`src/rtl/serial_compare_flag_gen_if.sv`:
```
// Request/result bundle for the serial subtract-and-flag generator.
// master drives requests and the result acknowledge; slave is the generator.
interface serial_compare_flag_gen_if #(
  parameter int WIDTH = 32
);
  logic             start;
  logic             start_ready;
  logic [WIDTH-1:0] a;
  logic [WIDTH-1:0] b;
  logic [2:0]       op;
  logic             out_valid;
  logic             out_ready;
  logic [WIDTH-1:0] result;
  logic             a31;
  logic             b31;
  logic             carry;
  logic             zero;
  logic             diff;
  logic [2:0]       op_out;

  modport master (
    output start, a, b, op, out_ready,
    input  start_ready, out_valid, result, a31, b31, carry, zero, diff, op_out
  );

  modport slave (
    input  start, a, b, op, out_ready,
    output start_ready, out_valid, result, a31, b31, carry, zero, diff, op_out
  );
endinterface

```
`src/rtl/serial_compare_flag_gen.sv`:
```
// Digit-serial a - b (as a + ~b + 1), LSB digit first, producing the
// operand signs, carry, zero and difference-sign flags for the compare unit.
module serial_compare_flag_gen #(
  parameter int WIDTH = 32,
  parameter int DIGIT = 4
) (
  input  logic                     clk,
  input  logic                     reset_n,
  serial_compare_flag_gen_if.slave s
);
  localparam int N  = WIDTH / DIGIT;
  localparam int CW = (N > 1) ? $clog2(N) : 1;

  typedef enum logic [1:0] {IDLE, RUN, DONE} state_t;

  state_t           state_q, state_d;
  logic [CW-1:0]    cnt_q, cnt_d;
  logic             valid_q, valid_d;
  logic [WIDTH-1:0] res_q, res_d;
  logic             a31_q, a31_d, b31_q, b31_d;
  logic             carry_q, carry_d, zero_q, zero_d, diff_q, diff_d;
  logic [2:0]       op_out_q, op_out_d;

  logic [WIDTH-1:0] a_q, a_d, nb_q, nb_d;
  logic [2:0]       op_q, op_d;
  logic             cry_q, cry_d, zacc_q, zacc_d;

  logic [DIGIT-1:0] a_dig, b_dig;
  logic [DIGIT:0]   sum;

  // Digit select and the DIGIT-bit adder slice
  always_comb begin
    a_dig = '0;
    b_dig = '0;
    for (int i = 0; i < N; i++) begin
      if (cnt_q == CW'(i)) begin
        a_dig = a_q[i*DIGIT +: DIGIT];
        b_dig = nb_q[i*DIGIT +: DIGIT];
      end
    end
    sum = {1'b0, a_dig} + {1'b0, b_dig} + {{DIGIT{1'b0}}, cry_q};
  end

  always_comb begin
    state_d  = state_q;
    cnt_d    = cnt_q;
    valid_d  = valid_q;
    res_d    = res_q;
    a31_d    = a31_q;
    b31_d    = b31_q;
    carry_d  = carry_q;
    zero_d   = zero_q;
    diff_d   = diff_q;
    op_out_d = op_out_q;
    a_d      = a_q;
    nb_d     = nb_q;
    op_d     = op_q;
    cry_d    = cry_q;
    zacc_d   = zacc_q;
    case (state_q)
      IDLE: begin
        if (s.start) begin
          state_d = RUN;
          a_d     = s.a;
          nb_d    = ~s.b;
          op_d    = s.op;
          cry_d   = 1'b1;
          cnt_d   = '0;
          zacc_d  = 1'b1;
        end
      end
      RUN: begin
        for (int i = 0; i < N; i++) begin
          if (cnt_q == CW'(i)) res_d[i*DIGIT +: DIGIT] = sum[DIGIT-1:0];
        end
        cry_d  = sum[DIGIT];
        zacc_d = zacc_q & (sum[DIGIT-1:0] == '0);
        cnt_d  = cnt_q + 1'b1;
        // Last digit: publish flags straight from the final slice
        if (cnt_q == CW'(N - 1)) begin
          state_d  = DONE;
          valid_d  = 1'b1;
          carry_d  = sum[DIGIT];
          zero_d   = zacc_d;
          diff_d   = sum[DIGIT-1];
          a31_d    = a_q[WIDTH-1];
          b31_d    = ~nb_q[WIDTH-1];
          op_out_d = op_q;
        end
      end
      DONE: begin
        if (s.out_ready) begin
          valid_d = 1'b0;
          state_d = IDLE;
        end
      end
      default: state_d = IDLE;
    endcase
  end

  always_ff @(posedge clk or negedge reset_n) begin
    if (!reset_n) begin
      state_q  <= IDLE;
      cnt_q    <= '0;
      valid_q  <= 1'b0;
      res_q    <= '0;
      a31_q    <= 1'b0;
      b31_q    <= 1'b0;
      carry_q  <= 1'b0;
      zero_q   <= 1'b0;
      diff_q   <= 1'b0;
      op_out_q <= 3'b000;
    end else begin
      state_q  <= state_d;
      cnt_q    <= cnt_d;
      valid_q  <= valid_d;
      res_q    <= res_d;
      a31_q    <= a31_d;
      b31_q    <= b31_d;
      carry_q  <= carry_d;
      zero_q   <= zero_d;
      diff_q   <= diff_d;
      op_out_q <= op_out_d;
    end
  end

  // Working operands are always reloaded on acceptance, so they need no reset
  always_ff @(posedge clk) begin
    a_q    <= a_d;
    nb_q   <= nb_d;
    op_q   <= op_d;
    cry_q  <= cry_d;
    zacc_q <= zacc_d;
  end

  assign s.start_ready = (state_q == IDLE);
  assign s.out_valid   = valid_q;
  assign s.result      = res_q;
  assign s.a31         = a31_q;
  assign s.b31         = b31_q;
  assign s.carry       = carry_q;
  assign s.zero        = zero_q;
  assign s.diff        = diff_q;
  assign s.op_out      = op_out_q;
endmodule

```
`src/flat_wrapper.sv`:
```
// flat-port wrapper written by rule: the top's interface ports become plain ports
module serial_compare_flag_gen_flat 
#(
  parameter int WIDTH = 32,
  parameter int DIGIT = 4
)
  (clk, reset_n, s_start, s_a, s_b, s_op, s_out_ready, s_start_ready, s_out_valid, s_result, s_a31, s_b31, s_carry, s_zero, s_diff, s_op_out);
  serial_compare_flag_gen_if #(.WIDTH(WIDTH)) s_i ();
  input  logic clk;
  input  logic reset_n;
  input wire logic [$bits(s_i.start)-1:0] s_start;
  input wire logic [$bits(s_i.a)-1:0] s_a;
  input wire logic [$bits(s_i.b)-1:0] s_b;
  input wire logic [$bits(s_i.op)-1:0] s_op;
  input wire logic [$bits(s_i.out_ready)-1:0] s_out_ready;
  output wire logic [$bits(s_i.start_ready)-1:0] s_start_ready;
  output wire logic [$bits(s_i.out_valid)-1:0] s_out_valid;
  output wire logic [$bits(s_i.result)-1:0] s_result;
  output wire logic [$bits(s_i.a31)-1:0] s_a31;
  output wire logic [$bits(s_i.b31)-1:0] s_b31;
  output wire logic [$bits(s_i.carry)-1:0] s_carry;
  output wire logic [$bits(s_i.zero)-1:0] s_zero;
  output wire logic [$bits(s_i.diff)-1:0] s_diff;
  output wire logic [$bits(s_i.op_out)-1:0] s_op_out;
  assign s_i.start = s_start;
  assign s_i.a = s_a;
  assign s_i.b = s_b;
  assign s_i.op = s_op;
  assign s_i.out_ready = s_out_ready;
  assign s_start_ready = s_i.start_ready;
  assign s_out_valid = s_i.out_valid;
  assign s_result = s_i.result;
  assign s_a31 = s_i.a31;
  assign s_b31 = s_i.b31;
  assign s_carry = s_i.carry;
  assign s_zero = s_i.zero;
  assign s_diff = s_i.diff;
  assign s_op_out = s_i.op_out;
  serial_compare_flag_gen #(.WIDTH(WIDTH), .DIGIT(DIGIT)) u_core (.clk(clk), .reset_n(reset_n), .s(s_i));
endmodule
```
`config.mk`:
```
export PLATFORM = sky130hd
export DESIGN_NAME = serial_compare_flag_gen_flat
export DESIGN_NICKNAME = d
export VERILOG_FILES = /design/src/rtl/serial_compare_flag_gen_if.sv /design/src/rtl/serial_compare_flag_gen.sv /design/src/flat_wrapper.sv
export SDC_FILE = /design/constraint.sdc
export NUM_CORES = 1
export LEC_CHECK = 0
export ABC_CLOCK_PERIOD_IN_PS = 4300
export CELL_PAD_IN_SITES_DETAIL_PLACEMENT = 0
export CELL_PAD_IN_SITES_GLOBAL_PLACEMENT = 1
export CORE_MARGIN = 10
export CORE_UTILIZATION = 39
export CTS_CLUSTER_SIZE = 16
export DETAILED_ROUTE_END_ITERATION = 16
export PLACE_DENSITY = 0.89
export SYNTH_ARGS = -nofsm -noshare
export SYNTH_HDL_FRONTEND = slang
export SYNTH_SLANG_ARGS = --single-unit
```
`constraint.sdc`:
```
create_clock -name clk -period 4.3 [get_ports clk]
set_input_delay 1.29 -clock clk [delete_from_list [all_inputs] [get_ports clk]]
set_output_delay 1.29 -clock clk [all_outputs]
set_load 0.03 [all_outputs]
```
# --- Word-level counts from Yosys, hierarchy flattened ---
# Cells that the tools add are included.
classes:
  addsub: 3
  n_eq_ne: 12
  n_mux: 28
  bitwise_logic: 3
  n_reduce_logical: 17
op_table:
  columns: ["op", "count"]
  rows:
  - ["two-way mux 4 bit", 16]
  - ["NOT 32 bit", 1]
  - ["AND reduction 2 bit", 10]
  - ["== test 3 bit, second input constant", 4]
  - ["== test 3 x 2 -> 1 bit, second input constant", 2]
  - ["two-way mux 2 bit", 3]
  - ["case mux 1 bit (2 select lines)", 3]
  - ["case mux 2 bit (3 select lines)", 1]
  - ["case mux 3 bit (2 select lines)", 1]
  - ["AND reduction 3 bit", 2]
  - ["adder 4 x 4 -> 5 bit", 1]
  - ["adder 5 x 1 -> 5 bit", 1]
  - ["zero test 4 bit", 1]
  - ["inequality test 2 bit, second input constant", 2]
  - ["nonzero test 2 bit", 2]
  - ["adder 3 x 1 -> 3 bit, second input constant", 1]
  - ["== test 3 x 1 -> 1 bit, second input constant", 1]
  - ["zero test 3 bit", 1]
  - ["two-way mux 1 bit", 3]
  - ["two-way mux 3 bit", 1]
  - ["== test 2 x 1 -> 1 bit, second input constant", 1]
  - ["== test 2 bit, second input constant", 1]
  - ["zero test 2 bit", 1]
  - ["inequality test 2 x 1 -> 1 bit, second input constant", 1]
  - ["other kinds (2)", 2]
word_totals:
  register_bits: 115
  inputBits: 71
  out_inout_bits: 42

# --- Longest topological paths before layout ---
logic_depth:
  ltp_word: 14
  mapped_depth: 16
  ltp_nobuf: 12

# --- Least setup slack after synthesis ---
# No wires, ideal clock.
synth_timing:
  path_kind: "reg-to-reg"
  start: "register u_core.cnt_q[2]"
  end: "register u_core.zacc_q (data pin)"
  setup_ns: 0.152
  arrival_time_ns: 3.314
  required_ns: 4.148
  setup_slack_ns: 0.834
  stages_incl_launch_ff: 15
  n_path_buf: 3
  period_less_slack_ns: 3.466
  cell_sequence: "dfrtp_1 -> buf_2 -> inv_1 -> clkbuf_1 -> ha_1 -> buf_6 -> nor2_1 -> o21ai_0 -> o31ai_1 -> a32oi_1 -> fa_1 -> fa_1 -> xor2_1 -> nand4_1 -> o21ai_0"
synth_via:
  elab_chain_cells: 14
synth_rtl:
  columns: ["item", "line_no", "source"]
  rows:
  - ["start, declared", "serial_compare_flag_gen.sv:17", "logic [CW-1:0] cnt_q, cnt_d;"]
  - ["start signal, assigned", "serial_compare_flag_gen.sv:115", "cnt_q <= cnt_d;"]
  - ["zero test 3 bit", "serial_compare_flag_gen.sv:36", "if (cnt_q == CW'(i)) begin"]
  - ["two-way mux 4 bit (8 in a row)", "serial_compare_flag_gen.sv:36", null]
  - ["adder 4 x 4 -> 5 bit *", "serial_compare_flag_gen.sv:41", "sum = {1'b0, a_dig} + {1'b0, b_dig} + {{DIGIT{1'b0}}, cry_q};"]
  - ["adder 5 x 1 -> 5 bit *", "serial_compare_flag_gen.sv:41", null]
  - ["zero test 4 bit *", "serial_compare_flag_gen.sv:77", "zacc_d = zacc_q & (sum[DIGIT-1:0] == '0);"]
  - ["AND 1 bit *", "serial_compare_flag_gen.sv:77", null]
  - ["case mux 1 bit (2 select lines) *", "serial_compare_flag_gen.sv:60", "case (state_q)"]
  - ["end signal, assigned", "serial_compare_flag_gen.sv:133", "zacc_q <= zacc_d;"]
  - ["end, declared", "serial_compare_flag_gen.sv:26", "logic cry_q, cry_d, zacc_q, zacc_d;"]
# Every way passes the cells marked *; elsewhere a longest branch is shown, timed or not.
# A chain may end at the register's enable or synchronous reset.

# --- Worst setup path after layout ---
layout_timing:
  start: "register u_core.cnt_q[0]"
  end: "register u_core.zacc_q (data pin)"
# Same word-level chain as after synthesis.

==> impl_metrics.csv <==
group,metric,value,unit
logic_synthesis,synth.area.top_cells,"edfxtp_1 (42%), dfrtp_1 (23%), o21ai_0 (5.6%)",
clock_tree,cts_buffer_depth,2,
clock_tree,path_clk_slew,0.05,ns
setup_path,path_class,"flop to flop",
routing,drt-pass1-iter-count,5,
routing,routed_via_density,5.00,
global_routing,track_usage,14.6,%
logic_synthesis,netlist_top_cells_count,"edfxtp_1 (69), nand2_1 (64), o21ai_0 (55), inv_1 (46), dfrtp_1 (45)",
setup_path,cp-start-kind,"flop",
global_routing,use_met2,24.3,%
floorplanning,die_w,132,µm
routing,num_vias,3598,
timing,fin_worst_skew,0.00710,ns
floorplanning,placementRows,40,
placement,gp_congestion,0.856,
setup_path,worst-path-buf-inv,2,
routing,ant_nets,0,
logic_synthesis,async_reset_ff_share,39.5,%
logic_synthesis,syn_nets,501,
floorplanning,die_h,132,µm
logic_synthesis,yosysWarnings,0,
timing,maxSlewHeadroom,35.0,%
min_path,hold_class,"flop to flop",
routing,wire_per_inst,17.4,µm
placement,dp_hpwl,9.28,mm
setup_path,critical_path.top_delay_family,"adder cells",
logic_synthesis,synth_ff_type,"edfxtp_1",
placement,io_buffers,112,
clock_tree,cts_sinks,114,
logic_synthesis,avgSynthCellArea,11.7,µm²
setup_path,required,4.42,ns
pwr,ir_drop,0.465,mV
logic_synthesis,synth_most_common_cell,"edfxtp_1",
setup_path,slowest_delay,0.49,ns
setup_path,crit_chain,"inv_1 -> ha_1 -> nor2_1 -> o21ai_0 -> o31ai_1 -> a32oi_1 -> fa_1 -> fa_1 -> xor2_1 -> buf_4 -> nand4_1 -> o21ai_0",
finish,fillers,1044,
routing,drt_wl_total,12.5,mm
flow_run,max-cap-violations,0,
floorplanning,core-area,0.0122,mm²
clock_tree,hold_buffers,0,
global_routing,grt_pass1_vias,3861,
pwr,power_density,843,mW/mm²
global_routing,antenna_found_initial,0,
logic_synthesis,synth_area,0.00490,mm²
timing,min_period_over_period,86.1,%
logic_synthesis,synthDistinctLibCells,53,
clock_tree,cts_made_buffers,17,
finish,ff_latch_area,0.00320,mm²
logic_synthesis,synth_top_area_cell,"edfxtp_1",
timing,tightest_slew,0.975,ns
clock_tree,insertion_delay,0.40,ns
global_routing,busiest_layer,"met2",
timing,fin_setup_tns,0,ns
global_routing,grt_overflow,0,
logic_synthesis,ys_seq_area_share,65.3,%
timing,setup_violations,0,
finish,final_cells,720,
placement,place_inst,688,
pwr,total_power,5.68,mW
timing,fin_crit,3.70,ns
setup_path,crit_arrival,3.82,ns
finish,area_growth,37.5,%
clock_tree,postCtsSetupBuffers,0,
clock_tree,root_buffer,"clkbuf_16",
routing,drtIter0Drc,355,
global_routing,grt_max_degree,50,
finish,final_core_util,55.4,%
logic_synthesis,synth_top_area_share,42.3,%
timing,rsz0062_at_grt,"false",
timing,fmax,270,MHz
status,outcome,"finished, final reports clean",
global_routing,met3_usage,5.53,%
setup_path,critPathSlowestCell,"fa_1",
timing,drv_slew,0,
finish,n_antenna_cell,0,
global_routing,grt_pass1_wl,20.4,mm
logic_synthesis,synth_edf_count,69,
clock_tree,tritoncts,"done",
floorplanning,io_pins,113,
logic_synthesis,synth-seq-cells,114,
global_routing,grt_use_met1,16.7,%
clock_tree,cts_resized,0,
routing,drc_errors,0,
pwr,p_leak,2.70,nW
clock_tree,htreeDepth,4,
setup_path,path_max_fanout,19,
finish,multiInputGateArea,0.00143,mm²
setup_path,endpoint_kind,"flop",
timing,hold_viol_final,0,
finish,nNetsFinal,621,
floorplanning,dieArea,0.0175,mm²
finish,layout-drive-gt1-share,8.33,%
logic_synthesis,synthCells,419,
floorplanning,start_util,40.3,%
[final cells by class]
| cell class | count | share of cell area (%) |
|---|---|---|
| clock buffer | 27 | 7.48 |
| tap | 168 | 3.12 |
| sequential | 114 | 47.5 |
| inverter | 46 | 2.56 |
| multi-input combinational | 239 | 21.2 |
| clock inverter | 5 | 0.409 |
| timing repair buffer | 121 | 17.8 |
[power by group]
| part | total (mW) | internal (mW) | switching (mW) |
|---|---|---|---|
| logic | 2.80 | 1.05 | 1.75 |
| registers | 1.63 | 1.48 | 0.147 |
| clock network | 1.25 | 0.796 | 0.455 |
| total | 5.68 | 3.32 | 2.36 |
[worst register-to-register path, cell delays in order, from the launching register on]
cell and delay (ns):
dfrtp_1 0.40, inv_1 0.09, ha_1 0.43, nor2_1 0.41, o21ai_0 0.16, o31ai_1 0.26, a32oi_1 0.21, fa_1 0.49
fa_1 0.43, xor2_1 0.18, buf_4 0.17, nand4_1 0.11, o21ai_0 0.09
[worst paths after layout]
check / from / end / slack [ns] / cells after the start
max in group asynchronous: reset_n / u_core.s.result[13] / 2.64 / 1
max reg2reg: u_core.cnt_q[0] / u_core.zacc_q / 0.60 / 12
min in group asynchronous: reset_n / u_core.s.result[0] / 1.05 / 1
min reg2reg: u_core.op_q[0] / u_core.s.op_out[0] / 0.48 / 1
max: u_core.cnt_q[0] / u_core.zacc_q / 0.60 / 12
min: u_core.op_q[0] / u_core.s.op_out[0] / 0.48 / 1
[per-stage QoR]
| step | setup WS [ns] | instance area [µm²] | hold WS [ns] |
|---|---|---|---|
| after global routing | 0.308 | 6740 | 0.503 |
| after CTS | 0.661 | 6740 | 0.483 |
| after detailed placement | 0.683 | 6210 | 0.471 |
| final | 0.599 | 6740 | 0.478 |
| after global placement | 0.784 | 6210 | 0.458 |
| after floorplan | 0.834 | 4900 | 0.439 |
[per-layer routing]
layer / vias up / share of wire (%)
met5: - / 0
met4: 0 / 1.7
met3: 20 / 6.2
met2: 121 / 48
met1: 1744 / 44
li1: 1713 / -
[cells in the final DEF, fill, tap and decap left out, types with 9 or more instances in the layout]
cell type,instances
o21ai_0,55
clkbuf_16,18
nand2_1,64
dfrtp_1,45
ha_1,9
clkdlybuf4s50_1,111
edfxtp_1,69
a21oi_1,21
nand3_1,10
nor2_1,10
inv_1,46
[cells by family (layout without fill, tap and decap cells)]
logic type | count (synthesis) | count (layout) | synth area share [%]
XOR/XNOR | 3 | 3 | 0.536
AO/OA/AOI/OAI | 116 | 116 | 14.9
adder cells (fa/ha/maj) | 11 | 11 | 3.11
flip-flops | 114 | 114 | 65.3
multiplexers | 5 | 5 | 1.12
buffers and inverters | 66 | 199 | 5.62
AND/OR/NAND/NOR | 104 | 104 | 9.47
[flip-flops by register name (all words and copies together) (netlist names)]
name and count:
u_core.s.a31 1, u_core.state_q 2, u_core.s.result 32, u_core.zacc_q 1, u_core.cnt_q 3, u_core.s.b31 1
u_core.op_q 3, u_core.s.op_out 3, u_core.nb_q 32, u_core.cry_q 1, u_core.s.zero 1, u_core.s.out_valid 1
u_core.a_q 32, u_core.s.carry 1
Note: power is estimated with default switching activity, not from simulation.
